==> src/rtl/pwm_array_pkg.sv <==
// Shared types and helpers for the pwm_array PWM generator.
// PWM_CENTER_ALIGNED_EN selects the up/down counter mode in pwm_timebase.
package pwm_array_pkg;

   typedef enum logic {
      DirUp   = 1'b0,
      DirDown = 1'b1
   } dir_e;

   // Largest duty value; edge-aligned counting stops one short of it.
   function automatic int unsigned max_count(input int unsigned res);
      return (32'd1 << res) - 32'd1;
   endfunction

   function automatic int unsigned idx_width(input int unsigned n);
      return (n > 1) ? $clog2(n) : 1;
   endfunction

endpackage

==> src/rtl/pwm_timebase.sv <==
// Shared prescaler and period counter; flags the period boundary tick.
// Define PWM_CENTER_ALIGNED_EN for up/down counting (period of 2*MAX ticks).
module pwm_timebase
   import pwm_array_pkg::*;
#(
   parameter int unsigned RES        = 8,
   parameter int unsigned PRESCALE_W = 12
) (
   input  logic                  clk,
   input  logic                  rst_n,
   input  logic [PRESCALE_W-1:0] prescale_i,
   output logic [RES-1:0]        cnt_o,
   output logic                  boundary_o
);

   localparam logic [RES-1:0] MaxCnt  = RES'(max_count(RES));
   localparam logic [RES-1:0] LastCnt = MaxCnt - RES'(1);

   logic [PRESCALE_W-1:0] pre_cnt_q, pre_cnt_d;
   logic [RES-1:0]        cnt_q, cnt_d;
   logic                  tick;

   // >= so that lowering prescale below pre_cnt ticks on the next cycle
   always_comb begin
      tick      = (pre_cnt_q >= prescale_i);
      pre_cnt_d = tick ? '0 : pre_cnt_q + PRESCALE_W'(1);
   end

`ifdef PWM_CENTER_ALIGNED_EN
   dir_e dir_q, dir_d;

   always_comb begin
      cnt_d      = cnt_q;
      dir_d      = dir_q;
      boundary_o = 1'b0;
      if (tick) begin
         if (dir_q == DirUp) begin
            cnt_d = cnt_q + RES'(1);
            if (cnt_q == LastCnt) begin
               dir_d = DirDown;
            end
         end else begin
            cnt_d = cnt_q - RES'(1);
            if (cnt_q == RES'(1)) begin
               dir_d      = DirUp;
               boundary_o = 1'b1;
            end
         end
      end
   end

   always_ff @(posedge clk or negedge rst_n) begin
      if (!rst_n) begin
         dir_q <= DirUp;
      end else begin
         dir_q <= dir_d;
      end
   end
`else
   always_comb begin
      cnt_d      = cnt_q;
      boundary_o = 1'b0;
      if (tick) begin
         if (cnt_q == LastCnt) begin
            cnt_d      = '0;
            boundary_o = 1'b1;
         end else begin
            cnt_d = cnt_q + RES'(1);
         end
      end
   end
`endif

   always_ff @(posedge clk or negedge rst_n) begin
      if (!rst_n) begin
         pre_cnt_q <= '0;
         cnt_q     <= '0;
      end else begin
         pre_cnt_q <= pre_cnt_d;
         cnt_q     <= cnt_d;
      end
   end

   assign cnt_o = cnt_q;

endmodule

==> src/rtl/pwm_array.sv <==
// Multi-channel PWM with double-buffered duties committed at the period boundary.
// PWM_CENTER_ALIGNED_EN (see pwm_timebase) switches to center-aligned counting.
module pwm_array
   import pwm_array_pkg::*;
#(
   parameter int unsigned CHANNELS   = 16,
   parameter int unsigned RES        = 8,
   parameter int unsigned PRESCALE_W = 12
) (
   input  logic                               clk,
   input  logic                               rst_n,
   input  logic [CHANNELS-1:0]                en_out,
   input  logic [CHANNELS-1:0]                en_pwm,
   input  logic [PRESCALE_W-1:0]              prescale,
   input  logic                               duty_we,
   input  logic [idx_width(CHANNELS)-1:0]     duty_ch,
   input  logic [RES-1:0]                     duty_data,
   output logic [CHANNELS-1:0]                pwm_out,
   output logic                               period_tick
);

   localparam int unsigned IdxW = idx_width(CHANNELS);

   logic [RES-1:0]      cnt;
   logic                boundary;
   logic [RES-1:0]      shadow_q [CHANNELS];
   logic [RES-1:0]      shadow_d [CHANNELS];
   logic [RES-1:0]      active_q [CHANNELS];
   logic [RES-1:0]      active_d [CHANNELS];
   logic [CHANNELS-1:0] pwm_q, pwm_d;
   logic                period_tick_q;

   pwm_timebase #(
      .RES        (RES),
      .PRESCALE_W (PRESCALE_W)
   ) u_timebase (
      .clk        (clk),
      .rst_n      (rst_n),
      .prescale_i (prescale),
      .cnt_o      (cnt),
      .boundary_o (boundary)
   );

   // Active loads from shadow_d so a write on the boundary cycle commits at once.
   // Out-of-range duty_ch values never match an index and are dropped.
   always_comb begin
      for (int i = 0; i < CHANNELS; i++) begin
         shadow_d[i] = shadow_q[i];
         if (duty_we && (duty_ch == IdxW'(i))) begin
            shadow_d[i] = duty_data;
         end
         active_d[i] = boundary ? shadow_d[i] : active_q[i];
         pwm_d[i]    = en_out[i] & (~en_pwm[i] | (cnt < active_q[i]));
      end
   end

   always_ff @(posedge clk or negedge rst_n) begin
      if (!rst_n) begin
         for (int i = 0; i < CHANNELS; i++) begin
            shadow_q[i] <= '0;
            active_q[i] <= '0;
         end
         pwm_q         <= '0;
         period_tick_q <= 1'b0;
      end else begin
         for (int i = 0; i < CHANNELS; i++) begin
            shadow_q[i] <= shadow_d[i];
            active_q[i] <= active_d[i];
         end
         pwm_q         <= pwm_d;
         period_tick_q <= boundary;
      end
   end

   assign pwm_out     = pwm_q;
   assign period_tick = period_tick_q;

endmodule
==> config.mk <==
export PLATFORM = sky130hd
export DESIGN_NAME = pwm_array
export DESIGN_NICKNAME = d
export VERILOG_FILES = /design/src/rtl/pwm_array_pkg.sv /design/src/rtl/pwm_timebase.sv /design/src/rtl/pwm_array.sv
export SDC_FILE = /design/constraint.sdc
export NUM_CORES = 1
export LEC_CHECK = 0
export ABC_CLOCK_PERIOD_IN_PS = 2500
export BUFFER_PORTS_ARGS = -buffer_cell sky130_fd_sc_hd__buf_2
export CAP_MARGIN = 10
export CORE_MARGIN = 4
export CORE_UTILIZATION = 37
export CTS_CLUSTER_DIAMETER = 50
export CTS_CLUSTER_SIZE = 12
export DETAILED_ROUTE_END_ITERATION = 8
export GPL_TIMING_DRIVEN = 0
export HOLD_SLACK_MARGIN = 0.12
export PLACE_DENSITY = 0.65
export SYNTH_ARGS = -nofsm -noshare
export SYNTH_HDL_FRONTEND = slang
export SYNTH_SLANG_ARGS = --single-unit
==> constraint.sdc <==
create_clock -name clk -period 2.5 [get_ports clk]
set_clock_uncertainty 0.1 [all_clocks]
set_input_delay 0.625 -clock clk [delete_from_list [all_inputs] [get_ports clk]]
set_output_delay 0.625 -clock clk [all_outputs]
set_load 0.005 [all_outputs]
# Word level (Yosys, flattened, before mapping)
# Cells that the tools add are included.
# Widths: inputs -> output; s select.
totals:
  register_bits: 293
  wordCells: 156
  output_inout_bits: 17
  in_bits: 59
classes:
  reduce_logical: 17
  addsub: 2
  eq_ne: 16
  bitwise_logic: 48
  n_mux: 20
  order_cmp: 17
op_table:
  columns: ["operator", "count"]
  rows:
  - ["$mux 8", 17]
  - ["$lt 8x8->1", 16]
  - ["$eq 4x4->1 const B", 8]
  - ["$and 1x1->1", 16]
  - ["$eq 4x3->1 const B", 4]
  - ["$logic_and 1x1->1", 16]
  - ["$not 1->1", 16]
  - ["$or 1x1->1", 16]
  - ["$add 12x1->12 const B", 1]
  - ["$ge 12x12->1", 1]
  - ["$mux 12", 1]
  - ["$add 8x1->8 const B", 1]
  - ["$eq 4x2->1 const B", 2]
  - ["$eq 8x8->1 const B", 1]
  - ["$eq 4x1->1 const B", 1]
  - ["$logic_not 4->1", 1]
  - ["$mux 1", 2]

# Longest topological paths before layout
logic_depth:
  ltp_word: 3
  ltp_mapped: 10
  mapped_depth_nobuf: 7

# Hierarchy
# A second synthesis with hierarchy kept.
hier_totals:
  cells_unflattened: 1110
  area_unflattened_um2: 14207.4
modules_own_cells:
  columns: ["module", "seq_area_each_um2", "cells_per_inst", "area_each_um2", "instances"]
  rows:
  - ["pwm_array", 6831.6, 966, 12792.3, 1]
  - ["pwm_timebase", 500.5, 144, 1415.1, 1]

# Least setup slack after synthesis
# Ideal clock, no wire load.
synth_timing:
  path_kind: "input-to-reg"
  startpoint: "input port prescale[0]"
  endpoint: "register active_q[100] (netlist name)"
  path_slack_ps: -203
  required_time_ps: 2275
  setup_time_ps: 125
  t_arrival_ps: 2478
  n_path_buf: 2
  stages: 8
  cell_sequence: "ha_1 > nand2b_1 > a2111o_1 > a31o_2 > o21ba_4 > buf_6 > buf_6 > mux2_4"
synth_between:
  elab_chain_len: 2
synth_rtl:
  columns: ["element", "line", "rtl"]
  rows:
  - ["start, declared", "pwm_array.sv:14", "input logic [PRESCALE_W-1:0] prescale,"]
  - ["$ge 12x12->1", "pwm_timebase.sv:25", "tick = (pre_cnt_q >= prescale_i);"]
  - ["$mux 1", "pwm_timebase.sv:63", "if (tick) begin"]
  - ["end signal, assigned by index", "pwm_array.sv:68", "active_q[i] <= active_d[i];"]
  - ["end, declared", "pwm_array.sv:28", "logic [RES-1:0] active_q [CHANNELS];"]
# Every way passes these cells.
# A chain may end at the register's enable or synchronous reset.

# Worst setup path after layout
layout_timing:
  startpoint: "register u_timebase.pre_cnt_q[0]"
  endpoint: "register active_q[60] (netlist name)"
layout_between:
  elab_chain_len: 2
layout_rtl:
  columns: ["element", "line", "rtl"]
  rows:
  - ["start, declared", "pwm_timebase.sv:19", "logic [PRESCALE_W-1:0] pre_cnt_q, pre_cnt_d;"]
  - ["start signal, assigned", "pwm_timebase.sv:79", "pre_cnt_q <= pre_cnt_d;"]
  - ["$ge 12x12->1", "pwm_timebase.sv:25", null]
  - ["$mux 1", "pwm_timebase.sv:63", null]
# Every way passes these cells.

==> out/metrics.cfg <==
[synthesis]
ys_warn_count = 0
synthAdderAreaFrac_pct = 10.85
synth_top_area_share_pct = 50.06
synthMuxAreaShare_pct = 22.32
yosys.area.top_type = dfrtp_1
ys_types = 36
ys.flop_type = dfrtp_1
syn_avg_cell_area_um2 = 12.83
synth_xor_area_share_pct = 0.5980
synth_compound_area_share_pct = 6.296
synth_seq_cells = 293
synth.most_common_cell = dfrtp_1
synth_nets = 1328
synth_top_family_by_area = multiplexers
syn-cell-area_um2 = 14650
synth_edf_count = 0
synthCells = 1142
yosys-top-cells-count = dfrtp_1 (293), inv_1 (157), mux2_2 (157)
synth-simple-area-share_pct = 4.314
synth_area_leaders = dfrtp_1 (50%), mux2_2 (12%), ha_1 (11%)
yosysSeqAreaShare_pct = 50.06
synthArstFlopShare_pct = 100.0

[cells_and_area]
fin_area_um2 = 17370
drive_gt1_share_pct = 34.62
final_util_pct = 44.62
fin_cells = 1822
regArea_um2 = 7362
area_delta_synth_final_pct = 18.56
nets = 1461
multiInputGateArea_um2 = 6555
nFillCells = 3550

[timing]
period_needed_ns = 2.498
tightest_slew_ns = 0.9101
slew_headroom_pct = 39.33
hold_slack_ns = 0.1849
fmax_ghz = 0.4003
setup_viol = 0
period_share_pct = 99.93
setup_slack_ns = 0.001860
rsz0062_at_grt = true
hold_violations = 0
drv_slew = 0
fin_tns_setup_ns = 0

[run_status]
status = complete, no violations

[critical_path]
worst_setup_path_start_kind = register
end_kind = register
worstPathArrival_ns = 2.78
crit_type = reg -> reg
crit_fanout = 10
crit_required_ns = 2.79

[routing]
drc = 0
firstDrtPassIters = 4
wire_per_inst_um = 18.32
ant_nets = 0
vias = 8906
drt-total-wl_um = 33380
viasPerCell = 4.888
drt_iter0_drc = 387

[place]
dp_cells = 1736
place_ws_ns = -1.036
hpwl_um = 20530
io_buffers = 74
placed_cell_area_um2 = 15870
place_congestion = 0.7323

[cts]
clk_pin_slew_worst_paths_ns = 0.05
clockBufferDepth = 3
cts-root-buf = clkbuf_16
cts_made_buffers = 38
cts_tree = yes
cts_sinks = 293
htree_levels = 2
clk_latency_ns = 0.52

[min_path]
hold_class = in -> reg

[job]
drv_cap = 0

[die]
core_um2 = 38920
die_h_um = 207.0
ioPinCount = 76
rows = 72
die_area_um2 = 42830
die_width_um = 207.0
start_util_pct = 37.64

[power_and_ir_drop]
p_leak_nw = 8.104
power_density_nw_per_um2 = 759.5
power.total_mw = 13.19
vdd_drop_max_mv = 0.4278

[global_routing]
antenna_found_initial = 3
grt_pass1_wl_um = 53360
grt_pass1_vias = 9711
grt_max_degree = 122
grt_overflow = 0
grt_usage_pct = 16.04

==> worst max-delay path, stage by stage, from the launching register on <==
cell	delay, ns
dfrtp_2	0.41
inv_2	0.07
ha_4	0.19
nand2b_4	0.13
a2111o_1	0.37
a31o_4	0.26
o21ba_4	0.22
buf_12	0.17
buf_12	0.16
mux2_4	0.29
==> worst paths after layout <==
kind                            cells past startpoint                        to  slack, ns                              start
worst min register to register                      1   shadow_q[124]$_DFF_PN0_       0.39            shadow_q[124]$_DFF_PN0_
worst max-delay path                                9  active_q[60]$_DFFE_PN0P_      0.002  u_timebase.pre_cnt_q[0]$_DFF_PN0_
worst max register to register                      9  active_q[60]$_DFFE_PN0P_      0.002  u_timebase.pre_cnt_q[0]$_DFF_PN0_
worst min-delay path                                2      pwm_out[3]$_DFF_PN0_       0.18                          en_pwm[3]
max in group asynchronous                           3  active_q[52]$_DFFE_PN0P_       0.68                              rst_n
min in group asynchronous                           2      pwm_out[2]$_DFF_PN0_       0.56                              rst_n
==> cells by family after synthesis <==
group / after synthesis
AO/OA/AOI/OAI: 138
XOR/XNOR: 10
adder cells (fa/ha/maj): 127
buffers and inverters: 190
flip-flops: 293
multiplexers: 257
AND/OR/NAND/NOR: 127
==> power by group <==
part	internal, mW	switching (mW)
clock	3.25	2.11
sequential	5.32	0.205
combinational	1.11	1.20
==> timing repair <==
action,in CTS,in global routing
pin swaps,1,2
gates resized for setup,18,5
hold endpoints to repair,71,0
setup endpoints to repair,148,129
hold buffers,1,0
setup buffers,15,5
==> state kept, by name (all words and copies together), names as in the netlist <==
signal	count
u_timebase.pre_cnt_q	12
shadow_q	128
pwm_out	16
u_timebase.cnt_o	8
active_q	128
period_tick	1
==> cell type report <==
cell class	instances	area share, %
Buffer	29	1.744
Tap cell	518	3.732
Multi-Input combinational cell	659	37.75
Antenna cell	4	0.05764
Clock buffer	47	6.081
Inverter	157	3.394
Clock inverter	18	1.174
Timing Repair Buffer	97	3.675
Sequential cell	293	42.39
==> layer usage <==
layer	share of wire, %	track usage, %
met5	0.039	0
met4	2.8	4.981
met3	4.0	3.015
met2	47	26.80
met1	46	21.30
==> placed cells by master (no fill, tap or decap), drive strengths merged, types with 22 or more instances in the layout <==
cell type,netlist,final
dfrtp,293,293
a21oi,36,36
a21o,34,34
buf,16,110
nor2,27,27
inv,157,162
mux2,257,257
nand2,24,24
nand3,30,30
clkbuf,17,62
ha,127,127
o21ai,25,25
nand2b,22,22
Power figures use the tool's default switching activity.
